--- config.mk ---
export PLATFORM = sky130hd
export DESIGN_NAME = multicycle_ctrl
export DESIGN_NICKNAME = d
export VERILOG_FILES = /design/src/rtl/multicycle_ctrl_pkg.sv /design/src/rtl/multicycle_ctrl_alu_decoder.sv /design/src/rtl/multicycle_ctrl.sv
export SDC_FILE = /design/constraint.sdc
export NUM_CORES = 1
export LEC_CHECK = 0
export CAP_MARGIN = 25
export CORE_AREA = 4 4 50 52
export CTS_CLUSTER_DIAMETER = 100
export DETAILED_ROUTE_END_ITERATION = 10
export DIE_AREA = 0 0 54 56
export PLACE_DENSITY_LB_ADDON = 0.25
export SLEW_MARGIN = 20
export SYNTH_ARGS = -nofsm -noshare
export SYNTH_HDL_FRONTEND = slang
export SYNTH_SLANG_ARGS = --single-unit
export TNS_END_PERCENT = 30
--- constraint.sdc ---
create_clock -name clk -period 3.6 [get_ports clk]
set_input_delay 0.54 -clock clk [delete_from_list [all_inputs] [get_ports clk]]
set_output_delay 0.54 -clock clk [all_outputs]
set_load 0.005 [all_outputs]
--- src/rtl/multicycle_ctrl_pkg.sv ---
// Shared encodings for the multicycle RV32I main controller: states, opcodes,
// datapath select codes and the ALU decode classes.
package ctrl_pkg;

  typedef enum logic [3:0] {
    FETCH    = 4'd0,
    DECODE   = 4'd1,
    MEMADR   = 4'd2,
    MEMREAD  = 4'd3,
    MEMWB    = 4'd4,
    MEMWRITE = 4'd5,
    EXECR    = 4'd6,
    EXECI    = 4'd7,
    ALUWB    = 4'd8,
    BRANCH   = 4'd9,
    JAL      = 4'd10,
    JALR     = 4'd11,
    JALRLINK = 4'd12,
    UPPER    = 4'd13,
    TRAP     = 4'd14
  } state_t;

  typedef enum logic [1:0] {
    ACLS_ADD    = 2'd0,
    ACLS_BRANCH = 2'd1,
    ACLS_RTYPE  = 2'd2,
    ACLS_ITYPE  = 2'd3
  } alu_class_t;

  localparam logic [6:0] OP_LOAD   = 7'b0000011;
  localparam logic [6:0] OP_STORE  = 7'b0100011;
  localparam logic [6:0] OP_RTYPE  = 7'b0110011;
  localparam logic [6:0] OP_ITYPE  = 7'b0010011;
  localparam logic [6:0] OP_BRANCH = 7'b1100011;
  localparam logic [6:0] OP_JAL    = 7'b1101111;
  localparam logic [6:0] OP_JALR   = 7'b1100111;
  localparam logic [6:0] OP_LUI    = 7'b0110111;
  localparam logic [6:0] OP_AUIPC  = 7'b0010111;

  localparam logic [3:0] ALU_ADD  = 4'b0000;
  localparam logic [3:0] ALU_SUB  = 4'b0001;
  localparam logic [3:0] ALU_AND  = 4'b0010;
  localparam logic [3:0] ALU_OR   = 4'b0011;
  localparam logic [3:0] ALU_XOR  = 4'b0100;
  localparam logic [3:0] ALU_SLT  = 4'b0101;
  localparam logic [3:0] ALU_SLTU = 4'b0110;
  localparam logic [3:0] ALU_SLL  = 4'b0111;
  localparam logic [3:0] ALU_SRL  = 4'b1000;
  localparam logic [3:0] ALU_SRA  = 4'b1001;

  localparam logic [2:0] IMM_I = 3'b000;
  localparam logic [2:0] IMM_S = 3'b001;
  localparam logic [2:0] IMM_B = 3'b010;
  localparam logic [2:0] IMM_J = 3'b011;
  localparam logic [2:0] IMM_U = 3'b100;

  localparam logic [1:0] SRCA_PC    = 2'b00;
  localparam logic [1:0] SRCA_OLDPC = 2'b01;
  localparam logic [1:0] SRCA_RS1   = 2'b10;
  localparam logic [1:0] SRCA_ZERO  = 2'b11;

  localparam logic [1:0] SRCB_RS2  = 2'b00;
  localparam logic [1:0] SRCB_IMM  = 2'b01;
  localparam logic [1:0] SRCB_FOUR = 2'b10;

  localparam logic [1:0] RES_ALUOUT    = 2'b00;
  localparam logic [1:0] RES_DATA      = 2'b01;
  localparam logic [1:0] RES_ALURESULT = 2'b10;

  localparam logic [1:0] CAUSE_NONE    = 2'b00;
  localparam logic [1:0] CAUSE_ILLEGAL = 2'b01;
  localparam logic [1:0] CAUSE_TIMEOUT = 2'b10;

endpackage

--- src/rtl/multicycle_ctrl_alu_decoder.sv ---
// Combinational ALU operation decode from the controller's operation class
// and the instruction funct fields.
module alu_decoder
  import ctrl_pkg::*;
(
  input  alu_class_t  alu_class,
  input  logic [2:0]  funct3,
  input  logic        funct7b5,
  output logic [3:0]  alu_control
);

  always_comb begin
    alu_control = ALU_ADD;
    case (alu_class)
      ACLS_ADD: alu_control = ALU_ADD;
      ACLS_BRANCH: begin
        // beq/bne compare by subtraction; signed and unsigned orderings use slt/sltu
        case (funct3)
          3'b100, 3'b101: alu_control = ALU_SLT;
          3'b110, 3'b111: alu_control = ALU_SLTU;
          default:        alu_control = ALU_SUB;
        endcase
      end
      ACLS_RTYPE, ACLS_ITYPE: begin
        case (funct3)
          3'b000: alu_control = (funct7b5 && alu_class == ACLS_RTYPE) ? ALU_SUB : ALU_ADD;
          3'b001: alu_control = ALU_SLL;
          3'b010: alu_control = ALU_SLT;
          3'b011: alu_control = ALU_SLTU;
          3'b100: alu_control = ALU_XOR;
          3'b101: alu_control = funct7b5 ? ALU_SRA : ALU_SRL;
          3'b110: alu_control = ALU_OR;
          3'b111: alu_control = ALU_AND;
          default: alu_control = ALU_ADD;
        endcase
      end
      default: alu_control = ALU_ADD;
    endcase
  end

endmodule

--- src/rtl/multicycle_ctrl.sv ---
// Moore-style main control FSM for the multicycle RV32I datapath, with a
// mem_req/mem_ready handshake, optional memory timeout and a terminal trap state.
module multicycle_ctrl
  import ctrl_pkg::*;
#(
  parameter int MEM_TIMEOUT = 0,
  parameter int TO_W        = 8
) (
  input  logic       clk,
  input  logic       reset,
  input  logic [6:0] op,
  input  logic [2:0] funct3,
  input  logic       funct7b5,
  input  logic       Zero,
  input  logic       mem_ready,
  output logic       mem_req,
  output logic       MemWrite,
  output logic       AdrSrc,
  output logic       IRWrite,
  output logic       PCWrite,
  output logic       RegWrite,
  output logic [1:0] ResultSrc,
  output logic [1:0] ALUSrcA,
  output logic [1:0] ALUSrcB,
  output logic [2:0] ImmSrc,
  output logic [3:0] ALUControl,
  output logic       trap,
  output logic [1:0] trap_cause,
  output logic [3:0] state
);

  // mem_req is valid from entry into a memory state until the cycle mem_ready
  // is sampled high; the request and its address are held stable meanwhile.
  state_t          state_q, state_d;
  logic [1:0]      cause_q, cause_d;
  logic [TO_W-1:0] to_cnt;
  alu_class_t      alu_class;
  logic            req_raw, wr_raw, irw_raw, pcw_raw, rw_raw;
  logic            timeout_hit;
  logic            br_illegal, br_taken;

  assign timeout_hit = (MEM_TIMEOUT != 0) && req_raw && !mem_ready &&
                       (to_cnt == TO_W'(MEM_TIMEOUT - 1));

  assign br_illegal = (funct3 == 3'b010) || (funct3 == 3'b011);

  always_comb begin
    case (funct3)
      3'b000:                 br_taken = Zero;
      3'b001, 3'b100, 3'b110: br_taken = !Zero;
      3'b101, 3'b111:         br_taken = Zero;
      default:                br_taken = 1'b0;
    endcase
  end

  alu_decoder u_alu_decoder (
    .alu_class   (alu_class),
    .funct3      (funct3),
    .funct7b5    (funct7b5),
    .alu_control (ALUControl)
  );

  always_ff @(posedge clk or posedge reset) begin
    if (reset) begin
      state_q <= FETCH;
      cause_q <= CAUSE_NONE;
      to_cnt  <= '0;
    end else begin
      state_q <= state_d;
      cause_q <= cause_d;
      if (state_d != state_q || mem_ready)
        to_cnt <= '0;
      else if (req_raw && !mem_ready)
        to_cnt <= to_cnt + 1'b1;
    end
  end

  always_comb begin
    state_d   = state_q;
    cause_d   = cause_q;
    req_raw   = 1'b0;
    wr_raw    = 1'b0;
    irw_raw   = 1'b0;
    pcw_raw   = 1'b0;
    rw_raw    = 1'b0;
    AdrSrc    = 1'b0;
    ResultSrc = RES_ALUOUT;
    ALUSrcA   = SRCA_PC;
    ALUSrcB   = SRCB_RS2;
    ImmSrc    = IMM_I;
    alu_class = ACLS_ADD;
    case (state_q)
      FETCH: begin
        req_raw   = 1'b1;
        ALUSrcB   = SRCB_FOUR;
        ResultSrc = RES_ALURESULT;
        if (mem_ready) begin
          irw_raw = 1'b1;
          pcw_raw = 1'b1;
          state_d = DECODE;
        end else if (timeout_hit) begin
          state_d = TRAP;
          cause_d = CAUSE_TIMEOUT;
        end
      end
      DECODE: begin
        ALUSrcA = SRCA_OLDPC;
        ALUSrcB = SRCB_IMM;
        ImmSrc  = (op == OP_JAL) ? IMM_J : IMM_B;
        case (op)
          OP_LOAD, OP_STORE: state_d = MEMADR;
          OP_RTYPE:          state_d = EXECR;
          OP_ITYPE:          state_d = EXECI;
          OP_BRANCH:         state_d = BRANCH;
          OP_JAL:            state_d = JAL;
          OP_JALR:           state_d = JALR;
          OP_LUI, OP_AUIPC:  state_d = UPPER;
          default: begin
            state_d = TRAP;
            cause_d = CAUSE_ILLEGAL;
          end
        endcase
      end
      MEMADR: begin
        ALUSrcA = SRCA_RS1;
        ALUSrcB = SRCB_IMM;
        ImmSrc  = op[5] ? IMM_S : IMM_I;
        state_d = op[5] ? MEMWRITE : MEMREAD;
      end
      MEMREAD, MEMWRITE: begin
        req_raw = 1'b1;
        wr_raw  = (state_q == MEMWRITE);
        AdrSrc  = 1'b1;
        if (mem_ready) begin
          state_d = (state_q == MEMWRITE) ? FETCH : MEMWB;
        end else if (timeout_hit) begin
          state_d = TRAP;
          cause_d = CAUSE_TIMEOUT;
        end
      end
      MEMWB: begin
        ResultSrc = RES_DATA;
        rw_raw    = 1'b1;
        state_d   = FETCH;
      end
      EXECR: begin
        ALUSrcA   = SRCA_RS1;
        alu_class = ACLS_RTYPE;
        state_d   = ALUWB;
      end
      EXECI: begin
        ALUSrcA   = SRCA_RS1;
        ALUSrcB   = SRCB_IMM;
        alu_class = ACLS_ITYPE;
        state_d   = ALUWB;
      end
      ALUWB: begin
        rw_raw  = 1'b1;
        state_d = FETCH;
      end
      BRANCH: begin
        ALUSrcA   = SRCA_RS1;
        alu_class = ACLS_BRANCH;
        if (br_illegal) begin
          state_d = TRAP;
          cause_d = CAUSE_ILLEGAL;
        end else begin
          pcw_raw = br_taken;
          state_d = FETCH;
        end
      end
      JAL: begin
        // ALUOut already holds the target from DECODE; this cycle forms the link
        ALUSrcA = SRCA_OLDPC;
        ALUSrcB = SRCB_FOUR;
        pcw_raw = 1'b1;
        state_d = ALUWB;
      end
      JALR: begin
        ALUSrcA   = SRCA_RS1;
        ALUSrcB   = SRCB_IMM;
        ResultSrc = RES_ALURESULT;
        pcw_raw   = 1'b1;
        state_d   = JALRLINK;
      end
      JALRLINK: begin
        ALUSrcA = SRCA_OLDPC;
        ALUSrcB = SRCB_FOUR;
        state_d = ALUWB;
      end
      UPPER: begin
        ALUSrcA = op[5] ? SRCA_ZERO : SRCA_OLDPC;
        ALUSrcB = SRCB_IMM;
        ImmSrc  = IMM_U;
        state_d = ALUWB;
      end
      TRAP: state_d = TRAP;
      default: state_d = FETCH;
    endcase
  end

  // Enables are gated by reset so an abandoned instruction can never write.
  assign mem_req    = req_raw & ~reset;
  assign MemWrite   = wr_raw  & ~reset;
  assign IRWrite    = irw_raw & ~reset;
  assign PCWrite    = pcw_raw & ~reset;
  assign RegWrite   = rw_raw  & ~reset;
  assign trap       = (state_q == TRAP);
  assign trap_cause = cause_q;
  assign state      = state_q;

endmodule

==> flow_summary.yaml <==
outcome:
  status: "complete, no violations"
floorplan:
  core_area_um2: 2110
  fp.dieH_um: 56
  initial_core_util: 0.405
  dieWidth_um: 54
  die-area_um2: 3020
  rows: 17
  ios: 41
timing:
  grt_setup_unrepaired: "false"
  fmax_ghz: 0.327
  fin_crit_sh: 0.850
  final.setup.tns_ns: 0
  finalHoldViolCount: 0
  tightest_slew_ns: 0.697
  relSlewSlack: 0.535
  setup_viol: 0
  worst_slack_ns: 0.539
  min_period_ns: 3.06
  fin_skew_ns: 0.00336
  maxSlewViolCount: 0
logic_synthesis:
  yosys.cell_count.top_type: "nand2_1"
  synth_flop_cell: "dfrtp_1"
  yosys.area_share.adder: 0
  synth_cell_types: 42
  synthesis.area_um2: 852
  synth.net_count: 148
  yosys_warnings: 0
  synthSimpleGateAreaFrac: 0.383
  synth_top_family_by_area: "simple AND/OR/NAND/NOR gates"
  synth-compound-area-share: 0.329
  yosysTopAreaCellShare: 0.147
  ys_top_cells_by_count: "nand2_1 (17), a21oi_1 (14), nor2_1 (13)"
  synth_area_leaders: "dfrtp_1 (15%), a21oi_1 (8.2%), nand2_1 (7.5%), nor2_1 (5.7%), o21ai_0 (4.7%)"
  synth_mux_area_frac: 0.0117
  syn_avg_cell_area_um2: 6.41
  ys_seq_area_frac: 0.147
  synth_edf_count: 0
  ys_ff_latch: 5
  netlist_instances: 133
  synth_area_leader_cell: "dfrtp_1"
  yosys.area_share.xor_xnor: 0.0411
  async_flop_share: 1.00
detailed_routing:
  dr.pass1.iters: 4
  drt_iter0_drc: 31
  vias: 1106
  wl_per_cell_um: 13.4
  viasPerCell: 5.64
  wl_um: 2640
  drcViolationCount: 0
  drtAntennaViolNets: 0
place:
  io_buffers: 39
  routabilityCongestion: 0.839
  dp_slack_ns: 0.642
  dp_hpwl_um: 2070
  dp_cells: 192
critical_path:
  path_max_fanout: 22
  endpoint_kind: "output port"
  crit_type: "reg -> out"
  ff2ff_setup_slack_ns: 1.51
  critPathRequiredTime_ns: 3.06
  start_kind: "register"
  worstPathArrival_ns: 2.52
global_route:
  grt_max_degree: 23
  grt_pass1_wl_um: 4440
  grt-busiest-layer: "met2"
  antenna_found_initial: 0
  grt_use_met3: 0.00268
  grt_util_met1: 0.231
  track_usage: 0.181
  grt_overflow_total: 0
  grt_pass1_vias: 1056
  use_met2: 0.329
final_layout:
  num-fill-cells: 194
  drive_gt1_frac: 0.0595
  syn_to_final_growth_pct: 49.9
  fin_cells: 196
  nets: 184
  n_antenna_cell: 0
clock_network:
  clock_latency_ns: 0.23
  cts_tree: "done"
  cts_resized: 0
  cts-root-buf: "clkbuf_4"
  cts_hold_buf: 0
  cts_setup_buffers: 0
  htree_num_levels: 1
  numCtsBuffers: 3
  clk_pin_slew_worst_paths_ns: 0.04
  clock_sinks: 5
  clockBufferDepth: 2
power:
  power.density_nw_per_um2: 632
  power_leakage_nw: 0.490
  irDropWorstVdd_mv: 0.319
flow_run:
  max-cap-violations: 0
worst_hold_path:
  min_path_type: "reg -> reg"
## per-stage QoR
stage,power (mW),hold WS (ns),utilization,cell area [µm²]
finish,0.807,0.481,0.607,1280
global route,0.877,0.518,0.607,1280
CTS,0.812,0.489,0.607,1280
detailed placement,0.746,0.479,0.594,1250
global placement,0.739,0.475,0.594,1250
floorplan,0.468,0.324,-,852
## where the power goes
group | total (mW) | internal, mW | switching [mW]
sequential | 0.121 | 0.0751 | 0.0457
clock | 0.0624 | 0.0417 | 0.0206
combinational | 0.624 | 0.329 | 0.294
total | 0.807 | 0.446 | 0.361
## final cells by class
class                   count  area, µm²  share of cell area
clock buffers               4       26.3              0.0206
inverters                   6       22.5              0.0176
multi-input cells         111        656               0.513
flip-flops and latches      5        125              0.0979
well taps                  28       35.0              0.0274
repair buffers             42        413               0.323
## state kept, by name, indices dropped and copies added (netlist names)
| name | count |
|---|---|
| state | 4 |
| trap_cause | 1 |
## final timing paths
path	startpoint	to	depth (start not counted)
setup / recovery	state[1]$_DFFE_PP0P_	ALUControl[3]	5
max in group asynchronous	reset	state[1]$_DFFE_PP0P_	2
hold reg to reg	trap_cause[0]$_DFFE_PP0P_	trap_cause[0]$_DFFE_PP0P_	2
hold / removal	trap_cause[0]$_DFFE_PP0P_	trap_cause[0]$_DFFE_PP0P_	2
setup reg to reg	state[3]$_DFFE_PP0P_	state[2]$_DFFE_PP0P_	6
min in group asynchronous	reset	state[0]$_DFFE_PP0P_	2
## critical path, stage by stage, from the launching register on
cell and delay (ns):
dfrtp_1 0.78, inv_1 0.31, nor2_1 0.33, nand2_1 0.11
nor3b_1 0.21, clkdlybuf4s50_1 0.53
## kinds of logic after synthesis
group / after synthesis
compound gates: 43
buf+inv: 17
flops: 5
other cells: 1
mux: 1
xor+xnor: 4
simple gates: 62
## layer usage
layer | part of all wire | vias to the layer above
met1 | 0.43 | 507
li1 | - | 554
met3 | 0.053 | 3
met4 | 0.0080 | 0
met2 | 0.51 | 42
met5 | 0 | -
## placed cells by master (no fill, tap or decap), drive strengths merged, types with 3 or more instances in the layout
cell	count
dfrtp	5
o21ai	8
or3	3
inv	6
a221oi	3
nand2	17
nand2b	5
xnor2	3
a21oi	14
nor2	13
nand3	5
clkdlybuf4s50	39
nor3	5
clkbuf	4
buf	3
nor2b	4
No activity file was read; power rests on OpenSTA's default activity.
